[src/rtl/lift_scheduler.sv]
`default_nettype none
// ============================================================================
// lift_scheduler : SCAN-order single-car lift controller for floors 1..7.
// Optional door-hold input enabled by `define LIFT_SCHED_HOLD_EN.  Rev 1.0
// ============================================================================
module lift_scheduler #(
  parameter int MOVE_CYC = 4,
  parameter int DOOR_CYC = 3
) (
  input  logic       clk,
  input  logic       rst_n,
`ifdef LIFT_SCHED_HOLD_EN
  input  logic       door_hold_i,
`endif
  input  logic [2:0] pass_f,
  input  logic [2:0] butt_el,
  output logic [2:0] elev_f_o,
  output logic       busy_o,
  output logic       dir_o,
  output logic       door_o,
  output logic [7:0] pend_o
);

  typedef enum logic [1:0] {
    IDLE      = 2'd0,
    MOVE_UP   = 2'd1,
    MOVE_DOWN = 2'd2,
    DOOR_OPEN = 2'd3
  } state_t;

  localparam logic [7:0] MOVE_LAST = 8'(MOVE_CYC - 1);
  localparam logic [7:0] DOOR_LAST = 8'(DOOR_CYC - 1);

  state_t     state, state_nx;
  logic [2:0] floor, floor_nx;
  logic       dir, dir_nx;
  logic [7:0] pend, pend_nx;
  logic [7:0] tmr, tmr_nx;   // shared: travel and door phases never overlap
  logic [7:0] req_set, req_clr;
  logic       decide, hold, arrive, door_req;
  logic [2:0] dec_f;
  logic [7:0] up_mask, dn_mask;
  logic       any_up, any_dn, here;

`ifdef LIFT_SCHED_HOLD_EN
  assign hold = door_hold_i;
`else
  assign hold = 1'b0;
`endif

  // Floor the scheduling decision is made for: the arrival floor on the
  // last travel edge, otherwise the floor the car is standing at.
  assign arrive  = ((state == MOVE_UP) || (state == MOVE_DOWN)) && (tmr == MOVE_LAST);
  assign dec_f   = !arrive ? floor : ((state == MOVE_UP) ? floor + 3'd1 : floor - 3'd1);
  assign up_mask = 8'hFE << dec_f;
  assign dn_mask = ((8'h01 << dec_f) - 8'h01) & 8'hFE;
  assign any_up  = |(pend & up_mask);
  assign any_dn  = |(pend & dn_mask);
  assign here    = pend[dec_f];

  assign door_req = (state == DOOR_OPEN) && ((pass_f == floor) || (butt_el == floor));

  always_comb begin
    state_nx = state;
    floor_nx = floor;
    dir_nx   = dir;
    tmr_nx   = tmr;
    req_set  = 8'h00;
    req_clr  = 8'h00;
    decide   = 1'b0;

    // Calls for the floor whose door is open are absorbed by the door restart.
    if ((pass_f != 3'd0) && !((state == DOOR_OPEN) && (pass_f == floor)))
      req_set[pass_f] = 1'b1;
    if ((butt_el != 3'd0) && !((state == DOOR_OPEN) && (butt_el == floor)))
      req_set[butt_el] = 1'b1;

    case (state)
      IDLE: decide = 1'b1;
      MOVE_UP, MOVE_DOWN: begin
        if (arrive) begin
          floor_nx = dec_f;
          decide   = 1'b1;
        end else begin
          tmr_nx = tmr + 8'd1;
        end
      end
      DOOR_OPEN: begin
        if (door_req) begin
          tmr_nx = 8'd0;
        end else if (!hold) begin
          if (tmr == DOOR_LAST) decide = 1'b1;
          else                  tmr_nx = tmr + 8'd1;
        end
      end
      default: state_nx = IDLE;
    endcase

    if (decide) begin
      tmr_nx = 8'd0;
      if (here) begin
        state_nx = DOOR_OPEN;
        req_clr  = 8'h01 << dec_f;
      end else if ((dir && any_up) || (!dir && any_dn)) begin
        state_nx = dir ? MOVE_UP : MOVE_DOWN;
      end else if (any_up) begin
        dir_nx   = 1'b1;
        state_nx = MOVE_UP;
      end else if (any_dn) begin
        dir_nx   = 1'b0;
        state_nx = MOVE_DOWN;
      end else begin
        state_nx = IDLE;
      end
    end

    // A stop clears its floor even if the same call is sampled on that edge.
    pend_nx = (pend | req_set) & ~req_clr & 8'hFE;
  end

  always_ff @(posedge clk or negedge rst_n) begin
    if (!rst_n) begin
      state <= IDLE;
      floor <= 3'd1;
      dir   <= 1'b1;
      pend  <= 8'h00;
      tmr   <= 8'd0;
    end else begin
      state <= state_nx;
      floor <= floor_nx;
      dir   <= dir_nx;
      pend  <= pend_nx;
      tmr   <= tmr_nx;
    end
  end

  assign elev_f_o = floor;
  assign busy_o   = (state != IDLE);
  assign dir_o    = dir;
  assign door_o   = (state == DOOR_OPEN);
  assign pend_o   = pend;

endmodule
`default_nettype wire

[config.mk]
export PLATFORM = sky130hd
export DESIGN_NAME = lift_scheduler
export DESIGN_NICKNAME = d
export VERILOG_FILES = /design/src/rtl/lift_scheduler.sv
export SDC_FILE = /design/constraint.sdc
export NUM_CORES = 1
export LEC_CHECK = 0
export ABC_AREA = 0
export CAP_MARGIN = 20
export CORE_MARGIN = 10
export CORE_UTILIZATION = 50
export DETAILED_ROUTE_END_ITERATION = 6
export HOLD_SLACK_MARGIN = 0.03
export PLACE_DENSITY = 0.82
export SKIP_CTS_REPAIR_TIMING = 1
export SLEW_MARGIN = 20
export SYNTH_ARGS = -nofsm -noshare
export SYNTH_HDL_FRONTEND = slang
export SYNTH_SLANG_ARGS = --single-unit
[constraint.sdc]
create_clock -name clk -period 2.9 [get_ports clk]
set_clock_uncertainty 0.1 [all_clocks]
set_input_delay 0.87 -clock clk [delete_from_list [all_inputs] [get_ports clk]]
set_output_delay 0.87 -clock clk [all_outputs]
set_load 0.03 [all_outputs]
==> impl_metrics.tcl, run 1 <==
set metrics [dict create \
    grt_start_max_net_pins 21 \
    clock_latency_ns 0.32 \
    synthesis.nets 214 \
    grt_pass1_wl_um 7310 \
    final_nets 240 \
    fin_crit_ns 2.83 \
    num_antenna_cells 0 \
    synth_seq_cells 21 \
    globalplace.congestion 0.867 \
    die_w_um 79.1 \
    wire_per_inst_um 16.1 \
    whs_ns 0.434 \
    slew_headroom 0.627 \
    std_cell_rows 21 \
    worstHoldPathCells 2 \
    cap_violations 0 \
    finalSetupViolations 0 \
    die_y_um 79.1 \
    dr_wl_met2_um 2110 \
    wl_met3_um 318 \
    dp_hpwl_um 3350 \
    status "complete, no violations" \
    critPathTopFamily "adder cells" \
    hold_viol_final 0 \
    clk_pin_slew_ns 0.13 \
    grt_pass1_vias 1499 \
    antenna_found_initial 0 \
    cts_root_buf "clkbuf_4" \
    finalCritPeriodShare 0.977 \
    fill_cells 309 \
    track_usage 0.141 \
    syn_avg_cell_area_sq_um 8.77 \
    ys_types 64 \
    routed_wl_um 4340 \
    drv_slew 0 \
    hp-class "flip-flop to flip-flop" \
    startpoint "state[1]$_DFFE_PN0P_" \
    drive_gt1_frac 0.161 \
    yosys_warnings 0 \
    crit_slowest_cell "fa_2" \
    io_pins 22 \
    finalPower_w 0.00229 \
    setup_slack_ns 0.0669 \
    syn_inst 199 \
    stdcell_count 270 \
    clock-sinks 21 \
    port_buffers 20 \
    synth_edf_count 0 \
    timing.rr.start "state[1]$_DFFE_PN0P_" \
    wl_met1_um 1880 \
    cp.arrival_ns 2.94 \
    crit_required_ns 3.00 \
    crit_fanout 6 \
    synthTopCellsByArea "dfrtp_1 (27%), xor2_1 (4.5%), ha_1 (4.3%), nor2_1 (3.7%), a21oi_1 (3.2%)" \
    min_to "dir_o$_DFFE_PN1P_" \
    drc 0 \
    clk_path_buf_depth 2 \
    ir_drop_mv 0.630 \
    cts_tree "done" \
    die-area_sq_um 6250 \
    crit_path_end_kind "flip-flop" \
    core_area_sq_um 3360 \
    avgViaCountPerCell 5.99 \
    yosysTopAreaCellShare 0.272 \
    grt-ovfl-total 0 \
    drt_iter0_drc 230 \
    stdcell_area_sq_um 2110 \
    leakagePower_nw 0.898 \
    area_delta_synth_final_pct 20.6 \
    path_cells "inv_2 -> ha_2 -> fa_2 -> mux4_2 -> or3_4 -> o41ai_4 -> nor4_4 -> o21bai_4 -> nor2b_2 -> a21oi_1" \
    seq_area_frac_synth 0.303 \
    start_util 0.519 \
    ff2ff_setup_slack_ns 0.07 \
    cts-htree-levels 1 \
    async_reset_ff_frac 1.00 \
    cts_buffers 3 \
    place_inst 266 \
    dr.max_layer_used "met4" \
    max_stage_delay_ns 0.66 \
    min_from "dir_o$_DFFE_PN1P_" \
    synth_area_sq_um 1750 \
    ff2ff_path_depth 10 \
    rr_endpoint "state[0]$_DFFE_PN0P_" \
    yosys.area.top_type "dfrtp_1" \
    rsz0062_at_grt "yes" \
    ant_nets 0 \
    worstSetupPathType "flip-flop to flip-flop" \
    dp_slack_ns -0.0109 \
    worst_pin_slew_ns 0.557 \
    clock.fmax_mhz 353 \
    dr.pass1.iters 4 \
    powerDensity_nw_per_um2 1090 \
    ys.flop_type "dfrtp_1" \
    cp_num_buf_inv 1 \
    crit_path_start_kind "flip-flop" \
    placed_area_sq_um 2070 \
    num_vias 1617 \
]
==> final cells by class <==
type | instances | area (sq um) | area share
Tap cell | 46 | 57.6 | 0.0273
Multi-Input combinational cell | 155 | 1150 | 0.547
Timing Repair Buffer | 32 | 295 | 0.140
Sequential cell | 21 | 528 | 0.251
Inverter | 12 | 47.5 | 0.0226
Clock buffer | 4 | 26.3 | 0.0125
==> metal layers <==
| metal | global-route usage | vias up |
|---|---|---|
| li1 | - | 791 |
| met1 | 0.179 | 755 |
| met2 | 0.232 | 66 |
| met3 | 0.0405 | 5 |
| met4 | 0.0305 | 0 |
| met5 | 0 | - |
==> cells in the mapped netlist, types with 3 or more instances <==
cell and n:
ha_1 6, nand3_1 6, nor2_1 17, o32a_1 3, xnor2_1 3, and3_1 4
nor2b_1 3, dfrtp_1 19, xor2_1 9, a2bb2oi_1 3, nand4_1 3, nor3_1 10
a21o_1 4, o21ai_0 5, nand2_1 14, a31oi_1 4, a21oi_1 11, clkbuf_1 6
inv_1 12
==> report_power, final <==
| part | leakage (nW) | internal, W | switching, W | total [W] |
|---|---|---|---|---|
| Clock | 0.0150 | 0.0000539 | 0.0000952 | 0.000149 |
| Combinational | 0.647 | 0.000650 | 0.000963 | 0.00161 |
| Sequential | 0.236 | 0.000392 | 0.000138 | 0.000530 |
==> sequential cells by signal, summed over array words and instances, names as in the netlist <==
signal / flops
dir_o: 1
elev_f_o: 3
pend_o: 7
state: 2
tmr: 8
==> worst max path at each step <==
stage | end | slack [ns] | cells past startpoint
final | state[0]$_DFFE_PN0P_ | 0.07 | 10
after global routing | dir_o$_DFFE_PN1P_ | -0.03 | 10
after CTS | state[0]$_DFFE_PN0P_ | 0.0006 | 10
after detailed placement | tmr[3]$_DFFE_PN0P_ | -0.01 | 8
after global placement | tmr[3]$_DFFE_PN0P_ | 0.02 | 8
after floorplan | dir_o$_DFFE_PN1P_ | -0.08 | 11
==> per-stage QoR <==
stage                      util  setup TNS [ns]
after floorplan               -          -0.293
after global placement    0.615               0
after detailed placement  0.615         -0.0132
after CTS                 0.622               0
after global routing      0.626         -0.0637
final                     0.626               0
==> placed cells by master (no fill, tap or decap), types with 3 or more instances in the layout <==
cell,netlist,layout
a21oi_1,11,11
clkbuf_4,0,3
a31oi_1,4,4
o21ai_0,5,5
dfrtp_1,19,19
nand2_1,14,14
inv_1,12,10
nor2_1,17,17
nor2b_1,3,3
a21o_1,4,4
o32a_1,3,3
xor2_1,9,9
nand4_1,3,3
a2bb2oi_1,3,3
xnor2_1,3,3
nand3_1,6,5
and3_1,4,4
nor3_1,10,10
clkdlybuf4s50_1,0,18
buf_4,1,12
ha_1,6,5
==> worst register-to-register path: cells and delay by family (launching register included) <==
| kind | cells | cell delay (ns) |
|---|---|---|
| adder cells (fa/ha/maj) | 2 | 0.86 |
| multiplexers | 1 | 0.33 |
| AND/OR/NAND/NOR | 3 | 0.58 |
| buffers and inverters | 1 | 0.07 |
| AO/OA/AOI/OAI | 3 | 0.36 |
| flip-flops | 1 | 0.41 |
==> kinds of logic (layout without fill, tap and decap cells) <==
family / after synthesis / in the layout / synth area share
buffers and inverters: 23 / 48 / 0.0530
muxes: 1 / 1 / 0.0129
and+or+nand+nor: 78 / 78 / 0.265
xor gates and xnor gates: 12 / 12 / 0.0602
other: 1 / 1 / 0.00215
DFF: 21 / 21 / 0.303
adders and majority gates: 7 / 7 / 0.0545
AOI/OAI and AO/OA: 56 / 56 / 0.250
Power figures use the tool's default switching activity.
==> run 2, diff against run 1 <==
- ABC_CLOCK_PERIOD_IN_PS: default -> 2900
- SKIP_LAST_GASP: default -> 1
==> results of run 2 <==
Final layout, timing and power as in run 1 (identical DEF).
